==> src/rtl/req_encoder_pkg.sv <==
// Shared types and helpers for req_encoder: FSM state encoding and index/one-hot conversion.
package req_encoder_pkg;

  localparam int unsigned MAX_N = 16;
  localparam int unsigned MAX_W = 4;

  typedef enum logic {
    IDLE  = 1'b0,
    OFFER = 1'b1
  } state_t;

  function automatic logic [MAX_N-1:0] onehot(input logic [MAX_W-1:0] idx);
    return MAX_N'(1) << idx;
  endfunction

  // Successor of idx modulo n; the round-robin search begins here.
  function automatic logic [MAX_W-1:0] next_index(input logic [MAX_W-1:0] idx,
                                                  input int unsigned n);
    return MAX_W'((32'(idx) + 32'd1) % n);
  endfunction

endpackage

==> src/rtl/enc_prio_pick.sv <==
// Combinational circular priority picker: the first set bit of vec at or after start wins.
module enc_prio_pick #(
  parameter int N = 4,
  parameter int W = $clog2(N)
) (
  input  logic [N-1:0] vec,
  input  logic [W-1:0] start,
  output logic         found,
  output logic [W-1:0] index
);

  logic [W-1:0] cand;

  // NOTE: every output of a combinational block gets a default first, so no path can infer a latch.
  always_comb begin
    found = 1'b0;
    index = '0;
    cand  = '0;
    for (int i = 0; i < N; i++) begin
      cand = start + W'(i);
      if (!found && vec[cand]) begin
        found = 1'b1;
        index = cand;
      end
    end
  end

endmodule

==> src/rtl/req_encoder.sv <==
// Sequential N-to-log2(N) request encoder with a valid/ready output.
// Define REQ_ENCODER_RR_EN for round-robin selection; the default is lowest-index priority.
module req_encoder
  import req_encoder_pkg::*;
#(
  parameter  int N = 4,
  localparam int W = $clog2(N)
) (
  input  logic         clk,
  input  logic         rst,
  input  logic [N-1:0] req_in,
  input  logic         out_ready,
  output logic         out_valid,
  output logic [W-1:0] out_code,
  output logic [N-1:0] pending,
  output logic         dropped
);

  state_t       state_q, state_d;
  logic [N-1:0] pending_q, pending_d;
  logic         out_valid_q, out_valid_d;
  logic [W-1:0] out_code_q, out_code_d;
  logic         dropped_q, dropped_d;

  logic         accept;
  logic [N-1:0] code_oh, served, rest, pick_vec;
  logic [W-1:0] pick_start, pick_idx;
  logic         pick_found;

  assign accept   = out_valid_q & out_ready;
  assign code_oh  = N'(onehot(MAX_W'(out_code_q)));
  assign served   = accept ? code_oh : '0;
  assign rest     = pending_q & ~code_oh;
  // While offering, the next pick must skip the code being handed over.
  assign pick_vec = (state_q == OFFER) ? rest : pending_q;

`ifdef REQ_ENCODER_RR_EN
  logic [W-1:0] rr_ptr_q, rr_ptr_d;

  assign rr_ptr_d   = accept ? out_code_q : rr_ptr_q;
  assign pick_start = W'(next_index(MAX_W'(rr_ptr_d), N));

  always_ff @(posedge clk or posedge rst) begin
    if (rst) rr_ptr_q <= W'(N - 1);
    else     rr_ptr_q <= rr_ptr_d;
  end
`else
  assign pick_start = '0;
`endif

  enc_prio_pick #(.N(N), .W(W)) u_pick (
    .vec   (pick_vec),
    .start (pick_start),
    .found (pick_found),
    .index (pick_idx)
  );

  always_comb begin
    state_d     = state_q;
    out_valid_d = out_valid_q;
    out_code_d  = out_code_q;
    pending_d   = (pending_q & ~served) | req_in;
    dropped_d   = |(req_in & pending_q & ~served);

    unique case (state_q)
      IDLE: begin
        if (pick_found) begin
          out_code_d  = pick_idx;
          out_valid_d = 1'b1;
          state_d     = OFFER;
        end
      end
      OFFER: begin
        if (accept) begin
          if (pick_found) begin
            out_code_d = pick_idx;
          end else begin
            out_valid_d = 1'b0;
            state_d     = IDLE;
          end
        end
      end
      default: state_d = IDLE;
    endcase
  end

  // NOTE: state registers use non-blocking assignments so every flop samples pre-edge values.
  always_ff @(posedge clk or posedge rst) begin
    if (rst) begin
      state_q     <= IDLE;
      pending_q   <= '0;
      out_valid_q <= 1'b0;
      out_code_q  <= '0;
      dropped_q   <= 1'b0;
    end else begin
      state_q     <= state_d;
      pending_q   <= pending_d;
      out_valid_q <= out_valid_d;
      out_code_q  <= out_code_d;
      dropped_q   <= dropped_d;
    end
  end

  assign out_valid = out_valid_q;
  assign out_code  = out_code_q;
  assign pending   = pending_q;
  assign dropped   = dropped_q;

endmodule

==> config.mk <==
export PLATFORM = sky130hd
export DESIGN_NAME = req_encoder
export DESIGN_NICKNAME = d
export VERILOG_FILES = /design/src/rtl/req_encoder_pkg.sv /design/src/rtl/enc_prio_pick.sv /design/src/rtl/req_encoder.sv
export SDC_FILE = /design/constraint.sdc
export NUM_CORES = 1
export LEC_CHECK = 0
export ABC_AREA = 1
export BUFFER_PORTS_ARGS = -buffer_cell sky130_fd_sc_hd__buf_4
export CORE_AREA = 4 4 47 45
export CTS_BUF_LIST = sky130_fd_sc_hd__clkbuf_4
export DETAILED_ROUTE_END_ITERATION = 8
export DIE_AREA = 0 0 51 49
export GPL_TIMING_DRIVEN = 0
export PLACE_DENSITY = 0.82
export SLEW_MARGIN = 0
export SYNTH_ARGS = -nofsm -noshare
export SYNTH_HDL_FRONTEND = slang
export SYNTH_HIERARCHICAL = 1
export SYNTH_SLANG_ARGS = --single-unit
==> constraint.sdc <==
create_clock -name clk -period 1.55 [get_ports clk]
set_input_delay 0.155 -clock clk [delete_from_list [all_inputs] [get_ports clk]]
set_output_delay 0.155 -clock clk [all_outputs]
set_load 0.005 [all_outputs]
==> impl_metrics.tcl <==
set metrics [dict create \
    drc 0 \
    vias_per_cell 4.506 \
    synthCells 123 \
    n_fill_cell 142 \
    cts.reportedPaths.clkPinSlew_ns 0.06 \
    ios 15 \
    nNetsFinal 164 \
    die_x_um 51 \
    irDropWorstVdd_mv 0.7438 \
    cp_max_fo 6 \
    synthesis.area_um2 787.0 \
    cts.sinks 9 \
    synth_top_area_share_pct 28.62 \
    whs_ns 0.07511 \
    dp_hpwl_um 1279 \
    status "finished with violations" \
    final_core_util_pct 67.28 \
    rows 14 \
    setup.worst_path.start_class "flop" \
    vias 811 \
    finalCritPeriodShare_pct 112.9 \
    register_area_um2 229.0 \
    synth_area_leaders "dfrtp_1 (29%), nand2_1 (19%), nand2_2 (10%)" \
    cts_tree "done" \
    crit_chain "nor2_4 -> a21boi_1 -> inv_1 -> nand2_1 -> nand3_2 -> nand2_4 -> nor2_4 -> nand3b_1 -> inv_2 -> nor2_2 -> o21ai_1 -> inv_1" \
    grt_max_degree 11 \
    multi_input_area_um2 538.0 \
    slew_viol_final 0 \
    die_h_um 49 \
    routed_wl_um 1954 \
    drive_above_1_share_pct 46.79 \
    routedWlPerCell_um 10.86 \
    cts_buffers 3 \
    worstPathRequired_ns 1.71 \
    ys_seq_elements 9 \
    leakage_nw 0.6198 \
    drt_pass1_iterations 4 \
    clk_latency_ns 0.26 \
    synth_most_common_cell "nand2_1" \
    grtUsageTotal_pct 15.73 \
    die-area_um2 2499 \
    final_period_minus_worst_setup_slack_ns 1.750 \
    antenna_found_initial 0 \
    crit_path_top_delay_cell "dfrtp_2" \
    slowest_delay_ns 0.47 \
    start_util_pct 48.31 \
    area_delta_synth_final_pct 39.27 \
    grt_pass1_vias 768 \
    hold_viol 0 \
    fin_worst_skew_ns 0.0008956 \
    overflow 0 \
    ys_async_sr_fraction_pct 100.0 \
    synth_edf_count 0 \
    clockBufferDepth 2 \
    pre_cts_slack_ns -0.1941 \
    drv_cap 0 \
    diodes 0 \
    cts.htree.levels 1 \
    end_kind "flop" \
    ys_warn_count 6 \
    grt_pass1_wl_um 3056 \
    ys_top_cells_by_count "nand2_1 (40), inv_1 (18), nand2_2 (13)" \
    root_buffer "clkbuf_4" \
    numPortBuffers 14 \
    yosys.area.top_type "dfrtp_1" \
    holdCritPathClass "primary input to flop" \
    gp_congestion 0.8335 \
    fmax_ghz 0.5715 \
    rsz0062_at_grt "true" \
    ys.flop_type "dfrtp_1" \
    syn_avg_cell_area_um2 6.398 \
    worstPathArrival_ns 1.91 \
    setup_violations 4 \
    ys_types 20 \
    ant_nets 0 \
    power_density_nw_per_um2 1482 \
    violations "negative setup slack" \
    drt-initial-drc-count 11 \
    crit_type "flop to flop" \
    core-area_um2 1629 \
    final.setup.worst_slack_ns -0.1997 \
    ys_seq_area_share_pct 28.62 \
]
[critical path, delay by kind of cell, from the launching register on]
family / cells / cell delay, ns
simple gates: 7 / 0.70
flops: 1 / 0.47
compound gates: 2 / 0.20
buf+inv: 3 / 0.27
[stage by stage]
stage | instances | cell area [µm²] | power, mW | setup TNS, ns
global route | 180 | 1096 | 1.779 | -1.227
floorplan | 129 | 809.5 | 0.9485 | 0
global placement | 167 | 944.7 | 1.129 | -0.1686
detailed placement | 167 | 944.7 | 1.154 | -0.3516
CTS | 174 | 1013 | 1.438 | -0.3255
finish | 180 | 1096 | 1.624 | -0.6400
[metal layers]
| layer | share of wire (%) | vias to the layer above | track usage [%] |
|---|---|---|---|
| li1 | - | 428 | - |
| met1 | 40 | 351 | 17.51 |
| met2 | 52 | 26 | 28.76 |
| met3 | 4.6 | 6 | 4.281 |
| met4 | 2.6 | 0 | 4.036 |
| met5 | 0 | - | 0 |
[worst paths after layout]
| check | start | to | slack (ns) | cells past startpoint |
|---|---|---|---|---|
| worst max-delay path | out_code[1] | out_valid | -0.20 | 12 |
| worst min-delay path | req_in[1] | pending[1] | 0.08 | 2 |
| worst max register to register | out_code[1] | out_valid | -0.20 | 12 |
| worst min register to register | pending[1] | pending[1] | 0.53 | 1 |
| max in group asynchronous | rst | state_q | 0.84 | 3 |
| min in group asynchronous | rst | dropped | 0.42 | 3 |
[kinds of logic (layout without fill, tap and decap cells)]
family,count (synthesis),in the layout,share of synthesized area (%)
flops,9,9,28.62
simple gates,79,79,50.40
compound gates,11,11,8.584
buf+inv,23,50,11.92
other cells,1,7,0.4765
[sequential cells by signal, indices dropped and copies added (netlist names)]
signal	count
pending	4
state_q	1
out_code	2
dropped	1
out_valid	1
[what timing repair did]
item	CTS	global route
endpoints found under the setup margin	4	4
pin swaps	2	9
setup buffers	2	6
hold buffers	1	0
resized for setup	6	15
hold endpoints to repair	9	0
[area by class of cell]
type	count	share of cell area, %
multi-input cells	97	49.09
flip-flops and latches	9	20.89
repair buffers	23	15.98
inverters	22	7.534
clock buffers	4	2.740
well taps	24	2.740
plain buffers	1	1.027
[layout by cell type (no fill, tap or decap), drive strengths merged]
| cell type | count |
|---|---|
| a21boi | 1 |
| a21o | 2 |
| a21oi | 2 |
| buf | 23 |
| clkbuf | 4 |
| conb | 7 |
| dfrtp | 9 |
| dlygate4sd3 | 1 |
| inv | 22 |
| nand2 | 56 |
| nand3 | 9 |
| nand3b | 1 |
| nand4 | 1 |
| nor2 | 12 |
| o21ai | 4 |
| o21bai | 2 |
[report_power, final]
part	internal (mW)	switching, mW
combinational	0.451	0.565
clock	0.117	0.0865
sequential	0.305	0.0992
total	0.873	0.751
(Power assumes the default switching activity.)
